File: src/rtl/clock_ctrl.sv
// CPU clock generator: debounced front-panel buttons drive a RUN/STOP/HALT controller
// that produces a glitch-free divided clock, single-step pulses and a rise strobe.
module clock_ctrl #(
    parameter int                          CNT_W        = 32,
    parameter int                          NUM_SPEEDS   = 4,
    parameter logic [NUM_SPEEDS*CNT_W-1:0] HALF_PERIODS = {32'd12500, 32'd125000, 32'd1250000, 32'd12500000},
    parameter int                          DEBOUNCE     = 16,
    parameter int                          STEP_HIGH    = 4
) (
    input  logic                                                 clk_i,
    input  logic                                                 rst,
    input  logic                                                 clk_start_stop_i,
    input  logic                                                 clk_step_i,
    input  logic                                                 clk_speed_i,
    input  logic                                                 hlt_i,
    output logic                                                 clk,
    output logic                                                 clk_en,
    output logic [1:0]                                           state_o,
    output logic [((NUM_SPEEDS > 2) ? $clog2(NUM_SPEEDS) : 1)-1:0] speed_o
);

    localparam int SPD_W = (NUM_SPEEDS > 2) ? $clog2(NUM_SPEEDS) : 1;
    localparam int DB_W  = $clog2(DEBOUNCE + 1);
    localparam int ST_W  = $clog2(STEP_HIGH + 1);

    typedef enum logic [1:0] {
        RUN  = 2'd0,
        STOP = 2'd1,
        HALT = 2'd2
    } state_e;

    // Button lanes: bit 0 start/stop, bit 1 step, bit 2 speed.
    logic [2:0]      meta_q;
    logic [2:0]      sync_q;
    logic [2:0]      deb_q;
    logic [2:0]      ev_q;
    logic [DB_W-1:0] dcnt_q [3];

    always_ff @(posedge clk_i or posedge rst) begin
        if (rst) begin
            meta_q <= '0;
            sync_q <= '0;
            deb_q  <= '0;
            ev_q   <= '0;
            for (int i = 0; i < 3; i++) dcnt_q[i] <= '0;
        end else begin
            meta_q <= {clk_speed_i, clk_step_i, clk_start_stop_i};
            sync_q <= meta_q;
            for (int i = 0; i < 3; i++) begin
                ev_q[i] <= 1'b0;
                if (sync_q[i] == deb_q[i]) begin
                    dcnt_q[i] <= '0;
                end else if (dcnt_q[i] == DB_W'(DEBOUNCE - 1)) begin
                    deb_q[i]  <= sync_q[i];
                    dcnt_q[i] <= '0;
                    ev_q[i]   <= sync_q[i];
                end else begin
                    dcnt_q[i] <= dcnt_q[i] + 1'b1;
                end
            end
        end
    end

    logic             ss_ev;
    logic             step_ev;
    logic             spd_ev;
    state_e           state_q;
    logic             clk_q;
    logic             en_q;
    logic [CNT_W-1:0] cnt_q;
    logic [ST_W-1:0]  scnt_q;
    logic [SPD_W-1:0] speed_q;
    logic [SPD_W-1:0] speed_d;
    logic             stop_pend_q;
    logic             start_pend_q;
    logic             step_act_q;
    logic             hlt_pend_q;
    logic [CNT_W-1:0] half;
    logic             at_end;
    logic             step_end;
    logic             hlt_seen;

    assign {spd_ev, step_ev, ss_ev} = ev_q;
    assign half     = HALF_PERIODS[int'(speed_q)*CNT_W +: CNT_W];
    // >= rather than == so a switch to a shorter half-period ends the phase at once.
    assign at_end   = (cnt_q >= half - CNT_W'(1));
    assign step_end = (scnt_q == ST_W'(STEP_HIGH - 1));
    assign hlt_seen = hlt_pend_q | hlt_i;
    assign speed_d  = (speed_q == SPD_W'(NUM_SPEEDS - 1)) ? '0 : speed_q + 1'b1;

    always_ff @(posedge clk_i or posedge rst) begin
        if (rst) begin
            state_q      <= RUN;
            clk_q        <= 1'b0;
            en_q         <= 1'b0;
            cnt_q        <= '0;
            scnt_q       <= '0;
            speed_q      <= '0;
            stop_pend_q  <= 1'b0;
            start_pend_q <= 1'b0;
            step_act_q   <= 1'b0;
            hlt_pend_q   <= 1'b0;
        end else begin
            en_q <= 1'b0;
            if (spd_ev) speed_q <= speed_d;
            if (clk_q && hlt_i) hlt_pend_q <= 1'b1;
            case (state_q)
                RUN: begin
                    if (ss_ev && !clk_q) begin
                        state_q <= STOP;
                        cnt_q   <= '0;
                    end else begin
                        if (ss_ev) stop_pend_q <= 1'b1;
                        if (at_end) begin
                            cnt_q <= '0;
                            clk_q <= !clk_q;
                            en_q  <= !clk_q;
                            if (clk_q && hlt_seen) begin
                                state_q <= HALT;
                            end else if (clk_q && (stop_pend_q || ss_ev)) begin
                                state_q     <= STOP;
                                stop_pend_q <= 1'b0;
                            end
                        end else begin
                            cnt_q <= cnt_q + 1'b1;
                        end
                    end
                end
                STOP: begin
                    if (step_act_q) begin
                        if (ss_ev) start_pend_q <= 1'b1;
                        if (step_end) begin
                            clk_q        <= 1'b0;
                            step_act_q   <= 1'b0;
                            scnt_q       <= '0;
                            start_pend_q <= 1'b0;
                            if (hlt_seen) begin
                                state_q <= HALT;
                            end else if (start_pend_q || ss_ev) begin
                                state_q <= RUN;
                                cnt_q   <= '0;
                            end
                        end else begin
                            scnt_q <= scnt_q + 1'b1;
                        end
                    end else if (ss_ev) begin
                        state_q <= RUN;
                        cnt_q   <= '0;
                    end else if (step_ev) begin
                        clk_q      <= 1'b1;
                        en_q       <= 1'b1;
                        step_act_q <= 1'b1;
                        scnt_q     <= '0;
                    end
                end
                default: begin
                    clk_q <= 1'b0;
                end
            endcase
        end
    end

    assign clk     = clk_q;
    assign clk_en  = en_q;
    assign state_o = state_q;
    assign speed_o = speed_q;

endmodule

File: config.mk
export PLATFORM = sky130hd
export DESIGN_NAME = clock_ctrl
export DESIGN_NICKNAME = d
export VERILOG_FILES = /design/src/rtl/clock_ctrl.sv
export SDC_FILE = /design/constraint.sdc
export NUM_CORES = 1
export LEC_CHECK = 0
export CAP_MARGIN = 20
export CORE_MARGIN = 2
export CORE_UTILIZATION = 50
export DETAILED_ROUTE_END_ITERATION = 10
export GPL_TIMING_DRIVEN = 0
export PLACE_DENSITY = 0.69
export SLEW_MARGIN = 20
export SYNTH_ARGS = -nofsm -noshare
export SYNTH_HDL_FRONTEND = slang
export SYNTH_SLANG_ARGS = --single-unit
File: constraint.sdc
create_clock -name clk_i -period 2.7 [get_ports clk_i]
set_input_delay 0.54 -clock clk_i [delete_from_list [all_inputs] [get_ports clk_i]]
set_output_delay 0.54 -clock clk_i [all_outputs]
set_load 0.05 [all_outputs]
# [Yosys cells after proc, flatten, opt, wreduce, memory -nomap -nowiden]
# Index checks and enable logic that the tools add are counted.
[classes] n_addsub=7 order_cmp=1 eq_ne=21 n_shift=1 n_mux=56 bitwise_logic=5 n_reduce_logical=20
[op_table] op="$mux 32" n=7
[op_table] op="$shiftx 128x8->32 const A" n=1
[op_table] op="$pmux 32 s2" n=1
[op_table] op="$add 32x1->32 const B" n=1
[op_table] op="$ge 32x32->1" n=1
[op_table] op="$sub 32x1->32 const B" n=1
[op_table] op="$mux 5" n=6
[op_table] op="$mux 1" n=25
[op_table] op="$ne 3x3->1 const B" n=7
[op_table] op="$mux 2" n=10
[op_table] op="$add 5x1->5 const B" n=3
[op_table] op="$eq 5x4->1 const B" n=3
[op_table] op="$mux 3" n=4
[op_table] op="$reduce_and 5->1" n=2
[op_table] op="$ne 4x4->1 const B" n=2
[op_table] op="$reduce_and 2->1" n=4
[op_table] op="$reduce_and 3->1" n=2
[op_table] op="$reduce_and 6->1" n=1
[op_table] op="$reduce_bool 2->1" n=3
[op_table] op="$logic_and 1x1->1" n=4
[op_table] op="$ne 2x2->1 const B" n=2
[op_table] op="$not 1->1" n=4
[op_table] op="$pmux 1 s2" n=2
[op_table] op="$pmux 2 s2" n=1
[op_table] op="other kinds (11)" n=14
[word_totals] reg_bits=72 inputBits=6 output_inout_bits=6 wordCells=130

# [Longest topological paths before layout]
# Gate-level depths: netlist of run 1.
[depth] ltp_word=7 depth_mapped=13 mapped_depth_nobuf=11

# [Worst setup path after synthesis of run 1]
# No wires, ideal clock.
[synth_path] kind="register -> register" start="register speed_q[1], in the netlist speed_o[1]" end="register cnt_q[0]" setup_time_ns=0.074 arrival_ns=3.219 required_ns=2.626 setup_slack_ns=-0.593 path_stages_with_launch=12 path_buffers=0 synth_period_minus_slack_ns=3.293 path_cell_list="dfrtp_1 inv_1 ha_1 inv_1 ha_1 ha_1 a211oi_1 nor2_1 o311ai_1 a41oi_2 or4_4 o21ai_2"
[synth_via] elab_chain_len=6
[synth_rtl] element="start: declaration" line_no="72" text="logic [SPD_W-1:0] speed_q;"
[synth_rtl] element="start signal: assignment" line_no="105" text="if (spd_ev) speed_q <= speed_d;"
[synth_rtl] element="$shiftx 128x8->32" line_no="84" text="assign half = HALF_PERIODS[int'(speed_q)*CNT_W +: CNT_W];"
[synth_rtl] element="$sub 32x1->32" line_no="86" text="assign at_end = (cnt_q >= half - CNT_W'(1));"
[synth_rtl] element="$ge 32x32->1" line_no="86"
[synth_rtl] element="$mux 32" line_no="114" text="if (at_end) begin"
[synth_rtl] element="$mux 32" line_no="109" text="if (ss_ev && !clk_q) begin"
[synth_rtl] element="$pmux 32 s2" line_no="107" text="case (state_q)"
[synth_rtl] element="end signal: assignment" line_no="125" text="cnt_q <= cnt_q + 1'b1;"
[synth_rtl] element="end: declaration" line_no="70" text="logic [CNT_W-1:0] cnt_q;"
# Every way passes these cells.
# A chain may end at the register's enable or synchronous reset.

# [Final worst setup path of run 1]
[layout_path] start="register speed_q[1], in the netlist speed_o[1]" end="register cnt_q[1]"
# Same word-level chain as after synthesis.

==> flow_summary.yaml, run 1 <==
power:
  ir_drop_mv: 0.263
  p_sw_share_pct: 23.9
  switchingPower_uw: 487
  total_power_mw: 2.04
  internal_power_mw: 1.55
  p_clk_share_pct: 42.4
  cellLeakagePower_nw: 2.29
  power_density_mw_per_mm2: 401
  pwr-share-seq_pct: 54.1
  p_comb_share_pct: 3.5
run_status:
  failed_checks: "setup timing"
  status: "finished, violations left"
clock_network:
  clkLatencyLatePin_ns: 0.36
  cts-root-to-sink-buffers: 2
  cts-root-buf: "clkbuf_8"
  cts_buffers: 9
  clkTransAtPathRegs_ns: 0.08
  cts_tree: "yes"
  numClockSinks: 72
  htree_levels: 3
sta:
  slew_viol_final: 0
  fin_tns_setup_ns: -1.29
  clock_skew_ns: 0.0108
  hold_viol: 0
  post-route-period-util_pct: 103
  slew_headroom_pct: 60.5
  finalWorstSetupSlack_ns: -0.0710
  post-route-min-period_ns: 2.77
  rsz0062_at_grt: "yes"
  finalSetupViolations: 31
  max_freq_mhz: 361
  worst_slew_pin_slew_ns: 0.591
setup_path:
  cp.arrival_ns: 3.05
  worstSetupStartpoint: "speed_o[1]"
  start_kind: "flop"
  cp-end-kind: "flop"
  r2r_start: "speed_o[1]"
  cp_slowest_stage_delay_ns: 0.47
  required_ns: 2.98
  path_max_fanout: 5
  path_class: "reg -> reg"
  worstPathCellList: "inv_4, ha_4, clkinvlp_4, ha_4, nand4_4, nor4_4, buf_4, a2111oi_4, a41oi_2, or4_4, o21ai_2"
  crit_buf_inv: 3
  cpLargestDelayFamily: "compound AO/OA/AOI/OAI gates"
  critPathMostFrequentCell: "ha_4"
  crit_slowest_cell: "or4_4"
cells_and_area:
  final-instance-count-excl-fill: 577
  antenna_cells: 0
  fin_nets: 516
  synthToLayoutAreaGrowth_pct: 21.9
  drive_gt1_share_pct: 20.3
  n_fill_cell: 659
synthesis:
  synth_area_leaders: "dfrtp_1 (43%), ha_1 (13%), nor2_1 (5.9%)"
  synth_top_cell_by_area: "dfrtp_1"
  ys_types: 56
  synth_edf_count: 0
  ys_ff_latch: 72
  synth_common_cells: "dfrtp_1 (72), nor2_1 (66), ha_1 (43)"
  syn-cell-area_mm2: 0.00417
  synth_most_common_cell: "dfrtp_1"
  synth_top_area_share_pct: 43.2
  syn_area_per_cell_um2: 9.93
  ys_seq_area_share_pct: 43.2
  yosysWarnings: 0
  async_flop_share_pct: 100
  postSynthCellCount: 420
  synth_flop_cell: "dfrtp_1"
global_route:
  grt_max_degree: 60
  grt_pass1_vias: 2998
  overflow: 0
  antenna_found_initial: 0
  grtUsageTotal_pct: 19.2
  grt_pass1_wl_um: 13500
route:
  wire_per_inst_um: 13.9
  drtAntennaViolNets: 0
  drt-initial-drc-count: 122
  viasPerCell: 5.34
  drc_errors: 0
  vias: 3079
  routed_wl_um: 8000
  firstDrtPassIters: 4
worst_hold_path:
  hold_path.class: "reg -> reg"
  hold_start: "meta_q[2]"
placement:
  io_buffers: 11
  place_congestion: 0.812
  placed_cells: 546
  post-place-ws_ns: -0.312
  hpwl_um: 5510
floorplanning:
  design.core.area_mm2: 0.00813
  ios: 12
  initial_core_util_pct: 51.3
  die-area_mm2: 0.00908
  die_x_um: 95.3
  die_h_um: 95.3
  core.rowCount: 33
job:
  drv_cap: 0
==> worst paths after layout <==
path | endpoint | slack (ns) | depth (start not counted)
setup / recovery | cnt_q[1] | -0.07 | 11
hold reg to reg | sync_q[2] | 0.35 | 0
setup reg to reg | cnt_q[1] | -0.07 | 11
min in group asynchronous | cnt_q[14] | 0.45 | 2
hold / removal | sync_q[2] | 0.35 | 0
max in group asynchronous | ev_q[2] | 1.70 | 3
==> routing by layer <==
| layer | track usage, % | vias up | wire [um] |
|---|---|---|---|
| met3 | 3.16 | 13 | 175 |
| li1 | - | 1549 | - |
| met5 | 0 | - | 0 |
| met4 | 8.70 | 0 | 150 |
| met1 | 24.7 | 1492 | 3710 |
| met2 | 31.7 | 25 | 3960 |
==> worst reg2reg max path, stage by stage, from the launching register on <==
cell,delay (ns)
dfrtp_2,0.43
inv_4,0.10
ha_4,0.15
clkinvlp_4,0.21
ha_4,0.30
nand4_4,0.13
nor4_4,0.05
buf_4,0.16
a2111oi_4,0.36
a41oi_2,0.21
or4_4,0.47
o21ai_2,0.13
==> logic make-up after synthesis <==
kind of cell	after synthesis	share of synthesized area (%)
multiplexers	4	1.08
flip-flops	72	43.2
AO/OA/AOI/OAI	61	10.9
buffers and inverters	35	3.69
AND/OR/NAND/NOR	167	20.4
XOR/XNOR	37	7.77
adder cells (fa/ha/maj)	43	12.9
other	1	0.0899
==> what timing repair did <==
| action | in CTS | in global routing |
|---|---|---|
| buffers inserted | 10 | 8 |
| hold buffers | 0 | 0 |
| pin swaps | 2 | 6 |
| gates resized for setup | 4 | 31 |
| setup endpoints to repair | 34 | 36 |
==> cell type report <==
| class | instances | area [um^2] | share of cell area, % |
|---|---|---|---|
| Multi-Input combinational cell | 322 | 2530 | 49.8 |
| Sequential cell | 72 | 1800 | 35.5 |
| Clock inverter | 6 | 67.6 | 1.33 |
| Timing Repair Buffer | 27 | 250 | 4.92 |
| Inverter | 25 | 105 | 2.07 |
| Clock buffer | 10 | 128 | 2.51 |
| Buffer | 10 | 63.8 | 1.26 |
| Tap cell | 105 | 131 | 2.59 |
==> power by group through the flow <==
| stage | logic [mW] | registers, mW | clock network [mW] |
|---|---|---|---|
| floorplan | 0.0466 | 1.12 | 0 |
| global placement | 0.0642 | 1.12 | 0 |
| detailed placement | 0.0719 | 1.12 | 0 |
| CTS | 0.0725 | 1.10 | 0.880 |
| global route | 0.0837 | 1.10 | 0.925 |
| finish | 0.0708 | 1.10 | 0.865 |
==> metrics by stage <==
stage / util, % / hold slack (ns) / cell area [um^2]
floorplan: - / 0.331 / 4300
global placement: 55.9 / 0.333 / 4540
detailed placement: 56.2 / 0.336 / 4570
CTS: 60.0 / 0.355 / 4880
global route: 62.5 / 0.362 / 5080
finish: 62.5 / 0.352 / 5080
==> flip-flops by register name (all words and copies together) (netlist names) <==
signal        count
cnt_q            32
dcnt_q           15
deb_q             3
ev_q              3
meta_q            3
scnt_q            3
sync_q            3
speed_o           2
state_o           2
clk               1
clk_en            1
hlt_pend_q        1
start_pend_q      1
step_act_q        1
stop_pend_q       1
==> cells in the final DEF (no fill, tap or decap), drive strengths merged, types with 11 or more instances in the layout <==
master,Yosys,final
a21oi,15,15
buf,6,22
clkbuf,4,14
clkdlybuf4s50,0,11
dfrtp,72,72
ha,43,43
inv,25,26
nand2,23,23
nand3,15,15
nor2,66,66
nor3,17,17
o21ai,16,16
xnor2,27,27
Note: power is estimated with default switching activity, not from simulation.
==> run 2: changes to the inputs <==
--- a/config.mk
+++ b/config.mk
@@ -10,7 +10,8 @@
 export CORE_UTILIZATION = 50
 export DETAILED_ROUTE_END_ITERATION = 10
 export GPL_TIMING_DRIVEN = 0
-export PLACE_DENSITY = 0.69
+export PLACE_DENSITY = 0.76
+export SETUP_SLACK_MARGIN = 0.05
 export SLEW_MARGIN = 20
 export SYNTH_ARGS = -nofsm -noshare
 export SYNTH_HDL_FRONTEND = slang
==> flow_summary.yaml, run 2 (synthesis gave the netlist of run 1 again) <==
run_status:
  status: "finished, violations left"
  failed_checks: "setup timing"
setup_path:
  cp-end-kind: "flop"
  rrSetupSlack_ns: -0.04
  required_ns: 2.94
  worst_r2r_endpoint: "cnt_q[23]"
  critPathCapture: "cnt_q[23]"
  path_max_fanout: 10
  r2r_start: "speed_o[1]"
  worstSetupStartpoint: "speed_o[1]"
  path_class: "reg -> reg"
  start_kind: "flop"
  r2r_cells: 12
  cp.arrival_ns: 2.98
job:
  drv_cap: 0
clock_network:
  htree_levels: 3
  numClockSinks: 72
  cts-root-to-sink-buffers: 2
  cts_buffers: 9
  clkTransAtPathRegs_ns: 0.08
  clkLatencyLatePin_ns: 0.35
  cts-root-buf: "clkbuf_8"
  cts_tree: "yes"
global_route:
  grtUsageTotal_pct: 20.7
  antenna_found_initial: 0
  grt_pass1_vias: 3262
  grt_pass1_wl_um: 14600
  overflow: 0
  grt_max_degree: 60
sta:
  max_freq_mhz: 364
  slew_headroom_pct: 63.7
  slew_viol_final: 0
  rsz0062_at_grt: "yes"
  timing.hold.ws_ns: 0.353
  clock_skew_ns: 0.0136
  hold_viol: 0
  post-route-min-period_ns: 2.74
  finalSetupViolations: 30
  worst_slew_pin_slew_ns: 0.543
  post-route-period-util_pct: 102
  finalWorstSetupSlack_ns: -0.0440
cells_and_area:
  top_register: "cnt_q"
  n_fill_cell: 587
  fin_util_pct: 62.9
  largest_register_ffs: 32
  drive_gt1_share_pct: 21.7
  final_cell_mix: "dfrtp_1 (70), nor2_1 (51), ha_1 (35)"
  antenna_cells: 0
  fin_nets: 519
  synthToLayoutAreaGrowth_pct: 22.8
  final_common_cell: "dfrtp_1"
  final-instance-count-excl-fill: 580
  reg.largest.list: "cnt_q (32), dcnt_q (15)"
floorplanning:
  die-area_mm2: 0.00908
  design.core.area_mm2: 0.00813
  initial_core_util_pct: 51.3
  ios: 12
  core.rowCount: 33
  die_x_um: 95.3
  die_h_um: 95.3
placement:
  io_buffers: 11
  placed_cells: 546
  place_congestion: 0.866
  post-place-ws_ns: -0.285
  hpwl_um: 5810
route:
  drtAntennaViolNets: 0
  drt-initial-drc-count: 138
  drc_errors: 0
  firstDrtPassIters: 4
  wire_per_inst_um: 15.1
  vias: 3176
  viasPerCell: 5.48
  routed_wl_um: 8780
power:
  cellLeakagePower_nw: 2.32
  ir_drop_mv: 0.400
  total_power_mw: 2.06
  power_density_mw_per_mm2: 402
worst_hold_path:
  hold_path.class: "reg -> reg"
run 2: metal layers:
| metal | global-route usage [%] | up-vias | part of all wire [%] |
|---|---|---|---|
| met4 | 9.54 | 0 | 1.9 |
| met5 | 0 | - | 0 |
| li1 | - | 1555 | - |
| met1 | 24.7 | 1557 | 43 |
| met3 | 3.56 | 15 | 2.2 |
| met2 | 36.3 | 49 | 53 |
run 2: how the worst min path moves through the flow:
| stage | start | endpoint | slack [ns] | cells past startpoint |
|---|---|---|---|---|
| after floorplan | meta_q[0] | sync_q[0] | 0.33 | 0 |
| after global placement | meta_q[2] | sync_q[2] | 0.33 | 0 |
| after detailed placement | meta_q[2] | sync_q[2] | 0.33 | 0 |
| after CTS | meta_q[2] | sync_q[2] | 0.35 | 0 |
| after global routing | meta_q[1] | sync_q[1] | 0.37 | 0 |
| final | meta_q[2] | sync_q[2] | 0.35 | 0 |
run 2: power by group:
group	internal, mW	leakage (nW)	total (mW)	switching (mW)
combinational	0.0277	1.29	0.0726	0.0449
clock	0.438	0.102	0.881	0.443
sequential	1.09	0.935	1.10	0.0104
run 2: per-stage QoR:
step           setup TNS, ns  instance area [um^2]
2_1_floorplan         -0.580                  4300
3_3_place_gp          -69.23                  4540
3_5_place_dp           -7.45                  4570
4_1_cts              -0.0909                  4990
5_1_grt                -5.35                  5120
6_report              -0.914                  5120
run 2: critical path, cell delays in order (launching register included):
cell      delay (ns)
dfrtp_2         0.44
inv_4           0.10
ha_4            0.16
inv_1           0.11
ha_1            0.34
nand2_2         0.10
nor4_4          0.38
o311ai_2        0.22
a41oi_2         0.26
o21a_1          0.18
buf_6           0.15
buf_8           0.15
nor2_1          0.05
run 2: area by class of cell:
class / count / area (um^2) / area share, %
multi-input cells: 322 / 2510 / 49.0
flip-flops and latches: 72 / 1800 / 35.2
repair buffers: 30 / 297 / 5.79
well taps: 105 / 131 / 2.57
clock buffers: 9 / 124 / 2.42
inverters: 25 / 104 / 2.03
clock inverters: 7 / 80.1 / 1.56
plain buffers: 10 / 71.3 / 1.39
run 2: what timing repair did:
item | in CTS | in global routing
gates resized for setup | 26 | 19
endpoints found under the hold margin | 0 | 0
buffers inserted | 14 | 6
hold buffers | 0 | 0
pin swaps | 15 | 10
endpoints found under the setup margin | 36 | 37
